$ cat config.mk
export PLATFORM = sky130hd
export DESIGN_NAME = mux_rr_sched
export DESIGN_NICKNAME = d
export VERILOG_FILES = /design/src/rtl/mux_rr_sched.sv
export SDC_FILE = /design/constraint.sdc
export NUM_CORES = 1
export LEC_CHECK = 0
export BUFFER_PORTS_ARGS = -buffer_cell sky130_fd_sc_hd__buf_4
export CORE_MARGIN = 2
export CORE_UTILIZATION = 45
export DETAILED_ROUTE_END_ITERATION = 8
export PLACE_DENSITY_LB_ADDON = 0.2
export SYNTH_ARGS = -nofsm -noshare
export SYNTH_HDL_FRONTEND = slang
export SYNTH_SLANG_ARGS = --single-unit
$ cat constraint.sdc
create_clock -name clk -period 2 [get_ports clk]
set_input_delay 0 -clock clk [delete_from_list [all_inputs] [get_ports clk]]
set_output_delay 0 -clock clk [all_outputs]
set_load 0.05 [all_outputs]
$ cat src/rtl/mux_rr_sched.sv
// mux_rr_sched: round-robin arbiter for four sources sharing one transmitter.
// A grant loads the winner's payload and holds it until the transmitter
// handshakes or the wait budget expires, then pulses ack or err back to the
// winner. Every output is registered.
//
// Ports
//   clk       in   system clock, rising edge
//   reset     in   synchronous active-high reset
//   req       in   [3:0] per-source request, held until ack/err
//   data0..3  in   [DATA_W-1:0] per-source payload
//   sel       out  [1:0] index of the granted source (holds outside XFER)
//   gnt       out  [3:0] one-hot grant
//   tx_data   out  [DATA_W-1:0] payload to the transmitter
//   tx_valid  out  transmit request
//   tx_ready  in   transmitter accepts when tx_valid & tx_ready
//   ack       out  [3:0] one-cycle completion pulse
//   err       out  [3:0] one-cycle timeout pulse
//   busy      out  high whenever the FSM is not in IDLE
//
// state | meaning
// IDLE  | waiting for a request, arbitrates on the next edge
// XFER  | payload presented, waiting for tx_ready or timeout
// DONE  | ack/err pulse cycle, gives the requester time to drop req
module mux_rr_sched #(
  parameter int DATA_W  = 8,
  parameter int TIMEOUT = 255
) (
  input  logic              clk,
  input  logic              reset,
  input  logic [3:0]        req,
  input  logic [DATA_W-1:0] data0,
  input  logic [DATA_W-1:0] data1,
  input  logic [DATA_W-1:0] data2,
  input  logic [DATA_W-1:0] data3,
  output logic [1:0]        sel,
  output logic [3:0]        gnt,
  output logic [DATA_W-1:0] tx_data,
  output logic              tx_valid,
  input  logic              tx_ready,
  output logic [3:0]        ack,
  output logic [3:0]        err,
  output logic              busy
);

  localparam int CNT_W = (TIMEOUT < 1) ? 1 : $clog2(TIMEOUT + 1);
  localparam logic [CNT_W-1:0] CNT_MAX  = CNT_W'(TIMEOUT);
  localparam logic [CNT_W-1:0] CNT_LAST = CNT_W'((TIMEOUT == 0) ? 0 : TIMEOUT - 1);

  typedef enum logic [1:0] {IDLE, XFER, DONE} state_e;

  state_e            state_q, state_d;
  logic [1:0]        ptr_q, ptr_d;
  logic [1:0]        sel_q, sel_d;
  logic [3:0]        gnt_q, gnt_d;
  logic [DATA_W-1:0] tx_data_q, tx_data_d;
  logic              tx_valid_q, tx_valid_d;
  logic [3:0]        ack_q, ack_d;
  logic [3:0]        err_q, err_d;
  logic              busy_q, busy_d;
  logic [CNT_W-1:0]  cnt_q, cnt_d;

  logic [1:0]        win;
  logic [1:0]        idx;
  logic              found;
  logic [DATA_W-1:0] win_data;

  // Search starts one past the last served source so every requester is
  // reached within four grants.
  always_comb begin
    win   = ptr_q + 2'd1;
    idx   = '0;
    found = 1'b0;
    for (int k = 1; k <= 4; k++) begin
      idx = ptr_q + 2'(k);
      if (!found && req[idx]) begin
        win   = idx;
        found = 1'b1;
      end
    end
  end

  always_comb begin
    case (win)
      2'd0:    win_data = data0;
      2'd1:    win_data = data1;
      2'd2:    win_data = data2;
      default: win_data = data3;
    endcase
  end

  always_comb begin
    state_d    = state_q;
    ptr_d      = ptr_q;
    sel_d      = sel_q;
    gnt_d      = gnt_q;
    tx_data_d  = tx_data_q;
    tx_valid_d = tx_valid_q;
    cnt_d      = cnt_q;
    ack_d      = 4'b0000;
    err_d      = 4'b0000;
    case (state_q)
      IDLE: begin
        gnt_d      = 4'b0000;
        tx_valid_d = 1'b0;
        if (|req) begin
          sel_d      = win;
          gnt_d      = 4'b0001 << win;
          tx_data_d  = win_data;
          tx_valid_d = 1'b1;
          cnt_d      = '0;
          state_d    = XFER;
        end
      end
      XFER: begin
        // Handshake is checked first so it wins on the timeout cycle.
        if (tx_valid_q && tx_ready) begin
          tx_valid_d = 1'b0;
          gnt_d      = 4'b0000;
          ack_d      = gnt_q;
          ptr_d      = sel_q;
          state_d    = DONE;
        end else if ((TIMEOUT != 0) && (cnt_q == CNT_LAST)) begin
          tx_valid_d = 1'b0;
          gnt_d      = 4'b0000;
          err_d      = gnt_q;
          ptr_d      = sel_q;
          state_d    = DONE;
        end else if (cnt_q != CNT_MAX) begin
          cnt_d = cnt_q + CNT_W'(1);
        end
      end
      DONE: begin
        state_d = IDLE;
      end
      default: begin
        state_d = IDLE;
      end
    endcase
    busy_d = (state_d != IDLE);
  end

  always_ff @(posedge clk) begin
    if (reset) begin
      state_q    <= IDLE;
      ptr_q      <= 2'd3;
      sel_q      <= 2'd0;
      gnt_q      <= 4'b0000;
      tx_data_q  <= '0;
      tx_valid_q <= 1'b0;
      ack_q      <= 4'b0000;
      err_q      <= 4'b0000;
      busy_q     <= 1'b0;
      cnt_q      <= '0;
    end else begin
      state_q    <= state_d;
      ptr_q      <= ptr_d;
      sel_q      <= sel_d;
      gnt_q      <= gnt_d;
      tx_data_q  <= tx_data_d;
      tx_valid_q <= tx_valid_d;
      ack_q      <= ack_d;
      err_q      <= err_d;
      busy_q     <= busy_d;
      cnt_q      <= cnt_d;
    end
  end

  assign sel      = sel_q;
  assign gnt      = gnt_q;
  assign tx_data  = tx_data_q;
  assign tx_valid = tx_valid_q;
  assign ack      = ack_q;
  assign err      = err_q;
  assign busy     = busy_q;

endmodule

* Word-level counts from Yosys, hierarchy flattened
Index checks and enable logic that the tools add are counted.
** Cells by class
- Add/subtract/negate cells :: 4
- Multipliers :: 0
- Div/mod/pow operators :: 0
- $lt $le $gt $ge :: 4
- Equality and inequality tests :: 10
- Shift-type cells :: 1
- Muxes and demuxes :: 34
- Bitwise gates (word level) :: 3
- Reduce and logical (&&, ||, !) cells :: 19
** Operators by type and width (count)
- $mux 8 :: 4
- $pmux 8 s3 :: 1
- $mux 2 :: 8
- $pmux 8 s2 :: 1
- $lt 2x3->1 const B :: 4
- $mux 4 :: 3
- $mux 1 :: 10
- $add 8x1->8 const B :: 1
- $bmux 1 s2 :: 4
- $eq 8x8->1 const B :: 1
- $ne 2x2->1 const B :: 4
- $ne 8x8->1 const B :: 1
- $pmux 4 s2 :: 1
- $reduce_or 4->1 :: 2
- $reduce_and 2->1 :: 3
- $reduce_bool 2->1 :: 3
- $reduce_and 5->1 :: 1
- $add 2x2->2 const B :: 2
- $eq 2x1->1 const B :: 2
- $logic_and 1x1->1 :: 4
- $logic_not 2->1 :: 2
- $pmux 2 s2 :: 1
- $shl 1x2->4 const A :: 1
- $logic_not 1->1 :: 3
- other kinds (6) :: 8
** Storage, ports and cells
- Register bits :: 36
- Bits in latches :: 0
- RAM bits :: 0
- Bits in read-only memories :: 0
- Bits of input ports :: 39
- Output and inout bits :: 24
- Logic and storage cells :: 85
- Memories kept :: 0

* Logic depth before layout (Yosys ltp)
Gate-level depths: netlist of run 1.
- Depth in word-level cells :: 16
- Mapped depth :: 7
- Mapped depth without buffers :: 7

* Worst setup path before layout of run 1
Ideal clock, no wire load.
- Kind :: flip-flop to flip-flop
- Start :: reg cnt_q[0]
- End :: reg gnt_q[3] (netlist: gnt[3])
- Setup time :: 0.061 ns
- Arrival :: 1.616 ns
- Required time :: 1.939 ns
- Path slack :: 0.324 ns
- Stages on the path, launching flop included :: 8
- Path buffers :: 0
- Clock period less this slack :: 1.676 ns
- Path through :: dfxtp_1 inv_1 ha_1 and3_1 a21boi_0 a21o_1 nor2b_1 a22o_1
** Between the ends
- Longest elaborated chain between the ends :: 3
** RTL lines
- start: declaration :: line 60 : logic [CNT_W-1:0] cnt_q, cnt_d;
- start signal: assignment :: line 164 : cnt_q <= cnt_d;
- $eq 8x8->1 :: line 122 : end else if ((TIMEOUT != 0) && (cnt_q == CNT_LAST)) begin
- $ne 3x3->1 (no source line)
- $reduce_and 2->1 (no source line)
- end signal: assignment :: line 158 : gnt_q <= gnt_d;
- end: declaration :: line 54 : logic [3:0] gnt_q, gnt_d;
No other way between the ends.
A chain may end at the register's enable or synchronous reset.

* Final worst setup path of run 1
Ends and elaborated chain as after synthesis.

==> results of run 1 <==
-- worst max-delay path: stages (launching register included) --
cell	delay (ns)
dfxtp_1	0.37
inv_1	0.07
ha_1	0.24
and3_1	0.19
a21boi_1	0.27
a21o_1	0.17
nor2b_1	0.24
a22o_1	0.17
-- sequential cells by signal (all words and copies together), names as in the netlist --
name,flops
busy,1
ack,4
tx_valid,1
state_q,2
tx_data,8
gnt,4
cnt_q,8
ptr_q,2
err,4
sel,2
-- layout make-up --
class	count	area, µm²
Fill cell	405	1708
Multi-Input combinational cell	178	1180
Sequential cell	36	720.7
Timing Repair Buffer	70	525.5
Clock buffer	5	68.82
Tap cell	52	65.06
Clock inverter	3	18.77
Inverter	2	7.507
-- synthesized netlist by cell type (all sizes together) --
cell     count  area [µm²]
dfxtp       36       720.7
nand2       18       75.07
nand4       18       112.6
nor2b       18       112.6
nor2        16       60.06
a21oi       10       61.31
o22ai       10       62.56
o31ai       10       75.07
and2         9       56.30
clkbuf       9       33.78
nand2b       9       56.30
nor4b        9       128.9
buf          6       41.28
o21ai        6       30.02
nor3         5       30.03
or3          5       31.28
nand3        4       20.02
and3         3       18.77
a211o        2       17.52
a211oi       2       15.01
a21o         2       15.01
a22o         2       17.52
ha           2       25.02
inv          2       7.510
mux2         2       22.52
mux2i        2       20.02
o211ai       2       15.01
o21a         2       15.01
a21boi       1       7.510
a32o         1       10.01
and4         1       8.760
nor3b        1       7.510
nor4         1       6.260
o21ba        1       10.01
o21bai       1       7.510
o2bb2ai      1       8.760
or4          1       11.26
xor2         1       8.760
-- worst min path at each step --
stage                        start    endpoint  slack, ns  cells after the start
after floorplan              reset      gnt[1]       0.21                      2
after global placement    data3[3]  tx_data[3]       0.35                      3
after detailed placement  data3[6]  tx_data[6]       0.35                      3
after CTS                 data3[6]  tx_data[6]       0.05                      3
after global routing      data3[3]  tx_data[3]       0.05                      3
final                     data3[3]  tx_data[3]       0.05                      3
-- logic make-up after synthesis --
| family | count (synthesis) | share of synthesized area |
|---|---|---|
| and+or+nand+nor | 118 | 0.3710 |
| AOI/OAI and AO/OA | 53 | 0.1855 |
| DFF | 36 | 0.3634 |
| buffers and inverters | 17 | 0.04164 |
| muxes | 4 | 0.02145 |
| adders and majority gates | 2 | 0.01262 |
| xor gates and xnor gates | 1 | 0.004417 |
-- report_power, final --
| group | internal, µW | switching (µW) |
|---|---|---|
| combinational | 219 | 311 |
| sequential | 761 | 37.3 |
| clock | 243 | 267 |
| total | 1220 | 615 |
-- metal layers --
layer / GRT usage / share of wire
met1: 0.2935 / 0.47
met2: 0.3365 / 0.47
met4: 0.07265 / 0.017
met3: 0.04618 / 0.041
met5: 0 / 0
-- metrics by stage --
| stage | area [µm²] | hold slack [ns] |
|---|---|---|
| 6_report | 2586 | 0.04802 |
| 5_1_grt | 2586 | 0.04528 |
| 4_1_cts | 2586 | 0.04541 |
| 3_5_place_dp | 2499 | 0.3517 |
| 3_3_place_gp | 2499 | 0.3480 |
| 2_1_floorplan | 1983 | 0.2118 |
==> impl_metrics.yaml, run 1 <==
run_status:
  run_status: "finished clean"
die:
  io_pins: 63
  rows: 24
  start_util: 0.4618
  die_height_um: 70.39
  core_mm2: 0.004294
  fp.dieW_um: 70.39
  die_area_mm2: 0.004954
cts:
  clock-sinks: 36
  max-clock-path-buffers: 2
  htreeDepth: 2
  clock_latency_ns: 0.29
  cts_tree: "done"
  ctsResizeCount: 0
  clkTransAtPathRegs_ns: 0.08
  clock-root-buffer: "clkbuf_8"
  holdBufCountCts: 0
  cts_made_buffers: 5
  cts_setup_buffers: 0
sta:
  setup-violations-final: 0
  setup_slack_ns: 0.2341
  report.final.hold_viol_count: 0
  tns_ns: 0
  rsz0062_at_grt: "no"
  drv_slew: 0
  clock-skew-final_ns: 0.005913
  fin_crit_ns: 1.766
  fmax_mhz: 566.3
  worstMarginPinSlew_ns: 0.5430
  timing.slew.headroom: 0.6360
  fin_crit_sh: 0.8829
routing:
  dr.pass1.iters: 4
  drcViolationCount: 0
  drtIter0Drc: 124
  wl_per_cell_um: 14.21
  via_per_inst: 5.552
  route.vias.total: 1921
  antenna_left: 0
  routed_wl_um: 4917
setup_path:
  critPathArrivalTime_ns: 2.00
  critPathRequiredTime_ns: 2.24
  critical_path.startpoint: "cnt_q[0]"
  ff2ff_setup_slack_ns: 0.23
  path_class: "reg2reg"
  crit-reg2reg-capture: "gnt[3]"
  worstReg2RegStart: "cnt_q[0]"
  endpoint_kind: "flop"
  endpoint: "gnt[3]"
  start_kind: "flop"
  crit_fanout: 4
  worst_r2r_path_depth: 7
place:
  pre_cts_ws_ns: 0.1582
  post-dp-hpwl_um: 3623
  finalWeightedCongestion: 0.8428
  io_buffers: 62
  placedCellCount: 338
final_layout:
  layout_commonest_cell: "buf_4"
  layout_common_cells: "70 x buf_4, 36 x dfxtp_1, 18 x nor2b_1, 18 x nand4_1, 17 x nand2_1"
  nets: 334
  layout.cells.non_filler: 346
  drive_gt1_frac: 0.3163
  postLayoutCoreUtil: 0.6023
  area_growth_syn_to_layout_pct: 30.41
  antenna_cells: 0
grt:
  grt_overflow_total: 0
  grt_first_pass_wirelength_um: 8583
  grt_max_degree: 23
  grt_pass1_vias: 1799
  grtUsageTotal: 0.2153
  antenna_found_initial: 0
hold_path:
  hold_class: "in2reg"
yosys:
  ys_seq_area_frac: 0.3634
  syn_nets: 272
  ys_warn_count: 0
  ys_ff_latch: 36
  syn_inst: 231
  syn_avg_cell_area_um2: 8.585
  syn_area_mm2: 0.001983
  synth_cell_types: 45
power_and_ir_drop:
  p_leak_uw: 0.001087
  total_power_uw: 1837
  ir_drop_mv: 0.4518
  power_density_mw_per_mm2: 710.5
flow_run:
  maxCapViolCount: 0
Note: power is estimated with default switching activity, not from simulation.
==> run 2: changes to the inputs <==
- ABC_AREA: default -> 1
==> impl_metrics.yaml, run 2 <==
yosys:
  synth-edff-count: 0
  ys_seq_area_frac: 0.3648
  ys_top_cells_by_area: "dfxtp_1 36%, nand2_1 17%, inv_1 6.6%"
  synth_top_area_frac: 0.3648
  yosysMostFrequentCell: "nand2_1"
  syn_nets: 339
  syn_inst: 298
  ys_top_cells_by_count: "90 x nand2_1, 36 x dfxtp_1, 35 x inv_1"
  synth_ff_type: "dfxtp_1"
  yosysTopAreaCell: "dfxtp_1"
  async_reset_ff_frac: 0
  ys_ff_latch: 36
  synth_cell_types: 27
  ys_warn_count: 0
  syn_avg_cell_area_um2: 6.630
  syn_area_mm2: 0.001976
cts:
  clock_latency_ns: 0.29
  clock-root-buffer: "clkbuf_8"
  htreeDepth: 2
  cts_made_buffers: 5
  max-clock-path-buffers: 2
  clock-sinks: 36
  clkTransAtPathRegs_ns: 0.08
  cts_tree: "done"
flow_run:
  maxCapViolCount: 0
final_layout:
  num-fill-cells: 416
  postLayoutCoreUtil: 0.6448
  register_area_um2: 725.7
  layout_commonest_cell: "nand2_1"
  multi_input_area_mm2: 0.001094
  area_growth_syn_to_layout_pct: 40.15
  nets: 422
  layout_common_cells: "82 x nand2_1, 81 x buf_4, 35 x inv_1"
  drive_gt1_frac: 0.3194
  antenna_cells: 0
hold_path:
  hp-start: "data3[1]"
  hold_class: "in2reg"
  whs_endpoint: "tx_data[1]"
  holdPathStages: 5
setup_path:
  worstReg2RegStart: "ptr_q[0]"
  crit_fanout: 8
  crit-reg2reg-capture: "gnt[0]"
  critPathRequiredTime_ns: 2.21
  ff2ff_setup_slack_ns: 0.12
  start_kind: "flop"
  endpoint_kind: "flop"
  worst_r2r_path_depth: 15
  critPathArrivalTime_ns: 2.09
  path_class: "reg2reg"
place:
  finalWeightedCongestion: 0.8351
  post-dp-hpwl_um: 3868
  pre_cts_ws_ns: -0.05191
  io_buffers: 62
sta:
  worstMarginPinSlew_ns: 0.2661
  fmax_mhz: 533.1
  fin_crit_sh: 0.9380
  tns_ns: 0
  setup_slack_ns: 0.1240
  report.final.hold_viol_count: 0
  timing.slew.headroom: 0.8203
  rsz0062_at_grt: "yes"
  setup-violations-final: 0
  fin_crit_ns: 1.876
  clock-skew-final_ns: 0.005436
  drv_slew: 0
grt:
  grt_max_degree: 15
  antenna_found_initial: 0
  grt_overflow_total: 0
  grt_first_pass_wirelength_um: 8217
  grt_pass1_vias: 1886
  top_usage_layer: "met2"
  grtUsageMet1: 0.2603
  grtUsageTotal: 0.2049
  grt.met3_usage: 0.03752
  met2_usage: 0.3501
die:
  die_area_mm2: 0.004936
  fp.dieW_um: 70.26
  io_pins: 63
  core_mm2: 0.004294
  rows: 24
  die_height_um: 70.26
  start_util: 0.4601
run_status:
  run_status: "finished clean"
routing:
  dr.pass1.iters: 5
  routed_wl_um: 5131
  antenna_left: 0
  via_per_inst: 4.942
  route.vias.total: 2145
  drtIter0Drc: 79
  wl_per_cell_um: 11.82
  drcViolationCount: 0
power_and_ir_drop:
  p_leak_uw: 0.001410
  power_density_mw_per_mm2: 791.8
  ir_drop_mv: 0.3524
run 2: worst max-delay path by stage:
stage,startpoint,end,slack [ns],cells past startpoint
final,ptr_q[0],gnt[0],0.12,15
after global routing,ptr_q[0],tx_data[7],-0.02,16
after CTS,cnt_q[0],cnt_q[7],0.04,11
after detailed placement,ptr_q[0],tx_data[2],-0.05,14
after global placement,ptr_q[0],tx_data[5],0.03,14
after floorplan,ptr_q[1],tx_data[0],0.31,16
run 2: metrics by stage:
stage | instance area, µm² | instances | power, µW | hold slack [ns]
after floorplan | 1976 | 298 | 1370 | 0.1023
after global placement | 2516 | 414 | 1588 | 0.2827
after detailed placement | 2516 | 414 | 1598 | 0.2874
after CTS | 2625 | 424 | 2109 | 0.0004724
after global routing | 2769 | 434 | 2314 | 0.02554
final | 2769 | 434 | 2192 | 0.003090
run 2: layout make-up:
type	count	area share
Tap cell	52	0.02350
Sequential cell	36	0.2621
Clock inverter	3	0.006778
Inverter	37	0.05287
Multi-Input combinational cell	216	0.3949
Clock buffer	5	0.02485
Timing Repair Buffer	85	0.2350
run 2: power breakdown:
group | internal [µW] | leakage (µW) | switching [µW]
clock | 243 | 0.0000479 | 273
combinational | 328 | 0.00107 | 532
sequential | 777 | 0.000293 | 40.3
run 2: layer usage:
| layer | vias to the layer above | share of wire |
|---|---|---|
| met3 | 5 | 0.030 |
| met5 | - | 0 |
| met2 | 36 | 0.52 |
| met1 | 983 | 0.44 |
| met4 | 0 | 0.012 |
| li1 | 1121 | - |
run 2: kinds of logic after synthesis:
| group | synth area share |
|---|---|
| xor+xnor | 0.004434 |
| simple gates | 0.4028 |
| compound gates | 0.1070 |
| buf+inv | 0.1083 |
| fa+ha+maj | 0.01266 |
| flops | 0.3648 |
run 2: worst max-delay path, cell delays in order, from the launching register on:
cell     delay (ns)
dfxtp_4        0.41
buf_6          0.12
nand2_1        0.06
nand2_2        0.08
nand2_2        0.07
nand2_4        0.10
nand2_1        0.08
nand2_1        0.06
nand2_1        0.06
nand2_2        0.07
nand2_4        0.07
buf_4          0.14
nor2_4         0.18
buf_4          0.16
nand2_1        0.06
o31ai_1        0.07
run 2: timing repair:
action                                 4_1_cts  5_1_grt
setup endpoints to repair                    8       14
gates resized for setup                      1       24
hold buffers                                 2        0
endpoints found under the hold margin        7        0
pin swaps                                    0        7
setup buffers                                0       10
